**config.mk**
```make
export PLATFORM = sky130hd
export DESIGN_NAME = lock_access_controller
export DESIGN_NICKNAME = d
export VERILOG_FILES = /design/src/rtl/lock_pkg.sv /design/src/rtl/lock_timer.sv /design/src/rtl/lock_access_controller.sv
export SDC_FILE = /design/constraint.sdc
export NUM_CORES = 1
export LEC_CHECK = 0
export ABC_AREA = 1
export CAP_MARGIN = 10
export CORE_ASPECT_RATIO = 0.75
export CORE_UTILIZATION = 29
export DETAILED_ROUTE_END_ITERATION = 8
export GPL_TIMING_DRIVEN = 0
export MAX_ROUTING_LAYER = met4
export SETUP_SLACK_MARGIN = 0.02
export SLEW_MARGIN = 20
export SYNTH_ARGS = -nofsm -noshare
export SYNTH_HDL_FRONTEND = slang
export SYNTH_SLANG_ARGS = --single-unit
```
**constraint.sdc**
```tcl
create_clock -name clk -period 15 [get_ports clk]
set_clock_uncertainty 0.05 [all_clocks]
set_input_delay 1.5 -clock clk [delete_from_list [all_inputs] [get_ports clk]]
set_output_delay 1.5 -clock clk [all_outputs]
set_load 0.01 [all_outputs]
```
**src/rtl/lock_pkg.sv**
```systemverilog
// Shared types and helpers for the door-lock access controller:
// keypad packet type, nibble codes, FSM state enum and password checks.
package lock_pkg;

   // 20 nibbles; the last digit typed sits in [3:0], F marks an empty position
   typedef logic [19:0][3:0] senhaPac_t;

   localparam logic [3:0] NIB_EMPTY   = 4'hF;
   localparam logic [3:0] NIB_TIMEOUT = 4'hE;
   localparam logic [3:0] NIB_HASH    = 4'hB;

   localparam senhaPac_t PKT_EMPTY   = {20{NIB_EMPTY}};
   localparam senhaPac_t PKT_TIMEOUT = {20{NIB_TIMEOUT}};
   localparam senhaPac_t PKT_HASH    = {20{NIB_HASH}};

   typedef enum logic [2:0] {
      ST_IDLE,
      ST_CHECK,
      ST_UNLOCKED,
      ST_WAIT_CLOSE,
      ST_FAIL,
      ST_LOCKOUT,
      ST_SETUP,
      ST_SETUP_SAVE
   } lock_state_t;

   function automatic int pw_len(input senhaPac_t p);
      int n;
      n = 0;
      for (int i = 0; i < 20; i++) begin
         if (p[i] != NIB_EMPTY) n++;
      end
      return n;
   endfunction

   // Digits must be decimal and packed against the right edge with no holes
   function automatic logic pw_well_formed(input senhaPac_t p, input int min_d, input int max_d);
      logic ok;
      int   len;
      ok  = 1'b1;
      len = pw_len(p);
      for (int i = 0; i < 20; i++) begin
         if (p[i] != NIB_EMPTY && p[i] > 4'd9) ok = 1'b0;
      end
      for (int i = 1; i < 20; i++) begin
         if (p[i] != NIB_EMPTY && p[i-1] == NIB_EMPTY) ok = 1'b0;
      end
      if (len < min_d || len > max_d) ok = 1'b0;
      return ok;
   endfunction

endpackage

```
**src/rtl/lock_timer.sv**
```systemverilog
// Shared down-counter: load a cycle count, count down to zero, and pulse
// done during the last counted cycle.
module lock_timer #(
   parameter int WIDTH = 16
) (
   input  logic             clk,
   input  logic             rst,
   input  logic             load,
   input  logic [WIDTH-1:0] load_value,
   output logic             done
);

   logic [WIDTH-1:0] count_reg;

   always_ff @(posedge clk or posedge rst) begin
      if (rst) begin
         count_reg <= '0;
      end else if (load) begin
         count_reg <= load_value;
      end else if (count_reg != '0) begin
         count_reg <= count_reg - WIDTH'(1);
      end
   end

   assign done = (count_reg == WIDTH'(1)) && !load;

endmodule

```
**src/rtl/lock_access_controller.sv**
```systemverilog
// Door-lock access sequencer: password check, bolt control, failure lockout
// and slot programming. Optional door-ajar alarm under DOOR_AJAR_ALARM_EN.
module lock_access_controller
   import lock_pkg::*;
#(
   parameter int        NUM_SLOTS      = 4,
   parameter int        MIN_DIGITS     = 4,
   parameter int        MAX_DIGITS     = 12,
   parameter int        MAX_FAILS      = 3,
   parameter int        UNLOCK_CYCLES  = 5000,
   parameter int        LOCKOUT_CYCLES = 30000,
   parameter int        AJAR_CYCLES    = 10000,
   parameter senhaPac_t MASTER_PW      = {64'hFFFF_FFFF_FFFF_FFFF, 16'h1234}
) (
   input  logic                             clk,
   input  logic                             rst,
   input  senhaPac_t                        digitos_value,
   input  logic                             digitos_valid,
   input  logic                             door_closed,
   output logic                             kbd_enable,
   output logic                             tranca,
   output logic                             bip,
   output logic                             setup_mode,
   output logic                             lockout,
   output logic [$clog2(MAX_FAILS+1)-1:0]   fail_count
);

   localparam int FC_W  = $clog2(MAX_FAILS + 1);
   localparam int PTR_W = (NUM_SLOTS > 1) ? $clog2(NUM_SLOTS) : 1;
   localparam int T_MAX_UL = (UNLOCK_CYCLES > LOCKOUT_CYCLES) ? UNLOCK_CYCLES : LOCKOUT_CYCLES;
   localparam int T_MAX    = (T_MAX_UL > AJAR_CYCLES) ? T_MAX_UL : AJAR_CYCLES;
   localparam int TW       = $clog2(T_MAX + 1);

   lock_state_t      state_reg, state_next;
   senhaPac_t        pkt_reg;
   senhaPac_t        slot_reg [NUM_SLOTS];
   logic [PTR_W-1:0] write_ptr_reg;
   logic [FC_W-1:0]  fail_count_reg;
   logic [FC_W-1:0]  fail_inc;
   logic             setup_bip_reg;
   logic             ajar_bip;

   logic             timer_load;
   logic [TW-1:0]    timer_value;
   logic             timer_done;

   logic             is_attempt;
   logic             in_ok;
   logic             pkt_ok;
   logic [NUM_SLOTS-1:0] slot_hit;

   assign is_attempt = (digitos_value != PKT_TIMEOUT) && (digitos_value != PKT_HASH);
   assign in_ok      = pw_well_formed(digitos_value, MIN_DIGITS, MAX_DIGITS);
   assign pkt_ok     = pw_well_formed(pkt_reg, MIN_DIGITS, MAX_DIGITS);
   assign fail_inc   = (fail_count_reg == FC_W'(MAX_FAILS)) ? fail_count_reg
                                                            : fail_count_reg + FC_W'(1);

   // Empty slots hold all-F, which is never well formed, so they must not match
   generate
      for (genvar gi = 0; gi < NUM_SLOTS; gi++) begin : g_slot_cmp
         assign slot_hit[gi] = (slot_reg[gi] != PKT_EMPTY) && (slot_reg[gi] == pkt_reg);
      end
   endgenerate

   lock_timer #(
      .WIDTH (TW)
   ) u_timer (
      .clk        (clk),
      .rst        (rst),
      .load       (timer_load),
      .load_value (timer_value),
      .done       (timer_done)
   );

   always_comb begin
      state_next  = state_reg;
      timer_load  = 1'b0;
      timer_value = '0;
      case (state_reg)
         ST_IDLE: begin
            if (digitos_valid && is_attempt) state_next = ST_CHECK;
         end
         ST_CHECK: begin
            if (!pkt_ok) begin
               state_next = ST_FAIL;
            end else if (pkt_reg == MASTER_PW) begin
               state_next = ST_SETUP;
            end else if (|slot_hit) begin
               state_next  = ST_UNLOCKED;
               timer_load  = 1'b1;
               timer_value = TW'(UNLOCK_CYCLES);
            end else begin
               state_next = ST_FAIL;
            end
         end
         ST_UNLOCKED: begin
            if (!door_closed) begin
               state_next = ST_WAIT_CLOSE;
`ifdef DOOR_AJAR_ALARM_EN
               timer_load  = 1'b1;
               timer_value = TW'(AJAR_CYCLES);
`endif
            end else if (timer_done) begin
               state_next = ST_IDLE;
            end
         end
         ST_WAIT_CLOSE: begin
            if (door_closed) state_next = ST_IDLE;
         end
         ST_FAIL: begin
            if (fail_inc == FC_W'(MAX_FAILS)) begin
               state_next  = ST_LOCKOUT;
               timer_load  = 1'b1;
               timer_value = TW'(LOCKOUT_CYCLES);
            end else begin
               state_next = ST_IDLE;
            end
         end
         ST_LOCKOUT: begin
            if (timer_done) state_next = ST_IDLE;
         end
         ST_SETUP: begin
            if (digitos_valid) begin
               if (!is_attempt)  state_next = ST_IDLE;
               else if (in_ok)   state_next = ST_SETUP_SAVE;
            end
         end
         ST_SETUP_SAVE: state_next = ST_SETUP;
         default:       state_next = ST_IDLE;
      endcase
   end

   always_ff @(posedge clk or posedge rst) begin
      if (rst) begin
         state_reg      <= ST_IDLE;
         pkt_reg        <= PKT_EMPTY;
         write_ptr_reg  <= '0;
         fail_count_reg <= '0;
         setup_bip_reg  <= 1'b0;
         for (int i = 0; i < NUM_SLOTS; i++) slot_reg[i] <= PKT_EMPTY;
      end else begin
         state_reg     <= state_next;
         setup_bip_reg <= (state_reg == ST_SETUP) && digitos_valid && is_attempt && !in_ok;
         if (digitos_valid && is_attempt && (state_reg == ST_IDLE || state_reg == ST_SETUP))
            pkt_reg <= digitos_value;
         if (state_reg == ST_CHECK && state_next == ST_UNLOCKED)
            fail_count_reg <= '0;
         else if (state_reg == ST_FAIL)
            fail_count_reg <= fail_inc;
         else if (state_reg == ST_LOCKOUT && timer_done)
            fail_count_reg <= '0;
         // Pointer wraps so a full table overwrites the oldest entry
         if (state_reg == ST_SETUP_SAVE) begin
            slot_reg[write_ptr_reg] <= pkt_reg;
            write_ptr_reg <= (write_ptr_reg == PTR_W'(NUM_SLOTS - 1)) ? '0
                                                                     : write_ptr_reg + PTR_W'(1);
         end
      end
   end

`ifdef DOOR_AJAR_ALARM_EN
   logic alarm_reg;

   always_ff @(posedge clk or posedge rst) begin
      if (rst) begin
         alarm_reg <= 1'b0;
      end else begin
         alarm_reg <= (state_reg == ST_WAIT_CLOSE) && (state_next == ST_WAIT_CLOSE)
                      && (alarm_reg || timer_done);
      end
   end

   assign ajar_bip = alarm_reg && (state_reg == ST_WAIT_CLOSE);
`else
   assign ajar_bip = 1'b0;
`endif

   assign tranca     = !(state_reg == ST_UNLOCKED || state_reg == ST_WAIT_CLOSE);
   assign kbd_enable = (state_reg != ST_LOCKOUT);
   assign lockout    = (state_reg == ST_LOCKOUT);
   assign setup_mode = (state_reg == ST_SETUP) || (state_reg == ST_SETUP_SAVE);
   assign bip        = (state_reg == ST_FAIL) || setup_bip_reg || ajar_bip;
   assign fail_count = fail_count_reg;

endmodule

```
==> flow_summary.yaml <==
outcome:
  status: "finished clean"
final_layout:
  drive_gt1_frac: 0.196
  synthToLayoutAreaGrowth_pct: 15.6
  fin_util: 0.338
  largest_reg_flops: 320
  layout.nets: 3952
hold_path:
  whs_path_depth: 2
  worstHoldPathType: "register to register"
  hold_end: "slot_reg[312]"
  worstHoldStart: "slot_reg[312]"
worst_setup_path:
  cp.arrival_ns: 13.96
  cp_slowest_cell: "clkdlybuf4s50_1"
  crit_type: "input port to register"
  r2r_setup_slack_ns: 2.45
  crit_path_max_fanout: 4
  crit_path_frequent_cell: "nand2_1"
  start_kind: "input port"
  reg2regPathDepth: 72
  cp.required_ns: 15.47
  worstReg2RegStart: "pkt_reg[5]"
  r2r-end: "fail_count[1]"
  endpoint_kind: "register"
  slowest_delay_ns: 0.62
detailed_routing:
  highest_layer: "met4"
  num_vias: 26445
  vias_per_cell: 5.17
  drt_iter0_drc: 2943
  wl_met3_um: 9240
  routed_wirelength_um: 99400
  drt_pass1_iterations: 5
  m1WireLength_um: 49000
  ant_nets: 0
  wl_per_cell_um: 19.4
  drc: 0
  wl_met2_um: 38700
sta:
  fin_ws_ns: 1.51
  min_period_ns: 13.49
  rsz0062_at_grt: "false"
  period_share: 0.899
  slew_headroom: 0.229
  hold_viol: 0
  fmax_ghz: 0.0741
  drv_slew: 0
  setup_viol: 0
  tightest_slew_ns: 1.15
clocking:
  cts_tree: "yes"
  ctsHoldBuffers: 0
  postCtsSetupRepairBufs: 0
  cts_inserted_buffers: 46
  cts_num_sinks: 423
  worstSkewPairLatency_ns: 0.59
  clockBufferDepth: 3
  post_cts_resized: 0
  clk_pin_slew_ns: 0.06
  cts_root_buf: "clkbuf_16"
  cts.htree.levels: 2
synth:
  seq_area_frac_synth: 0.397
  yosysUniqueCellTypes: 61
  yosys_warnings: 0
  async_flop_share: 1.00
  synth.avg_cell_area_um2: 7.59
  synthesis.area_um2: 27900
  synth-edff-count: 0
  synthCells: 3681
  synth_fp_nets: 3809
  synth-seq-cells: 423
  ys.flop_type: "dfstp_2"
die:
  num_io_pins: 91
  chipHeight_um: 271
  core.rowCount: 98
  start_util: 0.293
  die_area_um2: 97600
  die_w_um: 360
  coreArea_um2: 95400
global_routing:
  grt_usage: 0.207
  grt_pass1_vias: 24701
  grt_pass1_wl_um: 151000
  antenna_found_initial: 3
  grt.overflow.total: 0
  grt_max_degree: 104
placed_design:
  numPortBuffers: 90
  routabilityCongestion: 0.972
  dp_hpwl_um: 79400
  preCtsSetupSlack_ns: 1.09
run:
  cap_violations: 0
## metrics by stage
| step | TNS [ns] | cells | hold WS [ns] | cell area, µm² |
|---|---|---|---|---|
| 2_1_floorplan | 0 | 3681 | 0.422 | 27900 |
| 3_3_place_gp | -76.48 | 5021 | 0.443 | 30400 |
| 3_5_place_dp | 0 | 5026 | 0.448 | 30500 |
| 4_1_cts | 0 | 5111 | 0.458 | 32200 |
| 5_1_grt | 0 | 5112 | 0.470 | 32300 |
| 6_report | 0 | 5113 | 0.457 | 32300 |
## layer usage
layer	up-vias	track usage
li1	12515	-
met1	12714	0.311
met2	1077	0.277
met3	139	0.0390
met4	0	0.0518
met5	-	-
## kinds of logic after synthesis
kind of cell / count (synthesis) / share of synthesized area
AOI/OAI and AO/OA: 569 / 0.111
xor gates and xnor gates: 240 / 0.0755
adders and majority gates: 44 / 0.0197
buffers and inverters: 517 / 0.0719
DFF: 423 / 0.397
and+or+nand+nor: 1888 / 0.325
## final cells by class
type,count,area [µm²]
multi-input combinational,2741,14900
sequential,423,11100
inverter,377,1430
fill,10076,63100
clock buffer,63,1350
buffer,140,589
clock inverter,22,353
timing repair buffer,95,1020
tap,1250,1560
antenna,2,5.00
## synthesized netlist by cell type, drive strengths merged, types with 2 or more instances
library cell,count,area [µm²]
o21bai,2,15.0
or2,62,388
nand2,1034,4150
nor3,20,120
nand4,165,1060
dfstp,400,10500
nor2,236,972
o31ai,2,15.0
and3,4,25.0
buf,22,146
clkbuf,118,443
a211oi,11,82.6
o221ai,3,26.3
a21oi,54,285
nand3b,26,195
a21boi,2,15.0
clkinv,8,30.0
a2111oi,9,78.8
a22o,5,43.8
inv,369,1390
a31oi,6,37.5
nor3b,2,15.0
ha,44,551
o22ai,12,75.1
o2111ai,11,96.3
nor4b,3,26.3
nand3,245,1460
or4,7,52.6
o21ai,427,2140
xnor2,180,1580
xor2,60,533
o211ai,20,150
nor4,83,594
dfrtp,23,576
## layout by cell type (no fill, tap or decap), types with 9 or more instances in the layout
| cell | netlist | final |
|---|---|---|
| a2111oi_0 | 9 | 9 |
| a211oi_1 | 11 | 11 |
| a21oi_1 | 52 | 52 |
| buf_2 | 12 | 12 |
| bufinv_16 | 0 | 9 |
| clkbuf_1 | 118 | 123 |
| clkbuf_16 | 0 | 47 |
| clkbuf_8 | 0 | 11 |
| clkdlybuf4s50_1 | 0 | 90 |
| dfrtp_1 | 23 | 23 |
| dfstp_2 | 400 | 400 |
| ha_1 | 44 | 44 |
| inv_1 | 348 | 347 |
| inv_2 | 20 | 20 |
| nand2_1 | 952 | 952 |
| nand2_2 | 71 | 71 |
| nand2_4 | 10 | 10 |
| nand3_1 | 205 | 205 |
| nand3_2 | 35 | 35 |
| nand3b_1 | 26 | 26 |
| nand4_1 | 162 | 162 |
| nor2_1 | 215 | 215 |
| nor2_2 | 16 | 16 |
| nor3_1 | 16 | 16 |
| nor4_1 | 78 | 70 |
| o2111ai_1 | 11 | 11 |
| o211ai_1 | 20 | 20 |
| o21ai_0 | 424 | 424 |
| o22ai_1 | 12 | 12 |
| or2_2 | 62 | 62 |
| xnor2_1 | 180 | 180 |
| xor2_1 | 59 | 59 |
## worst max-delay path by stage
stage | cells past startpoint | from | end
5_1_grt | 75 | digitos_value[3] | state_reg[0]
3_3_place_gp | 2 | rst | u_timer.count_reg[1]
2_1_floorplan | 1 | rst | fail_count[0]
3_5_place_dp | 75 | digitos_value[3] | state_reg[0]
4_1_cts | 75 | digitos_value[3] | state_reg[0]
6_report | 75 | digitos_value[3] | state_reg[0]
## worst max-delay path: cells and delay by family
kind / cells / cell delay (ns)
and+or+nand+nor: 45 / 5.61
adders and majority gates: 18 / 5.25
AOI/OAI and AO/OA: 3 / 0.40
buffers and inverters: 9 / 1.17
Power is not shown: default switching activity piles up to over one toggle a cycle in this logic, so the estimate is an artifact.
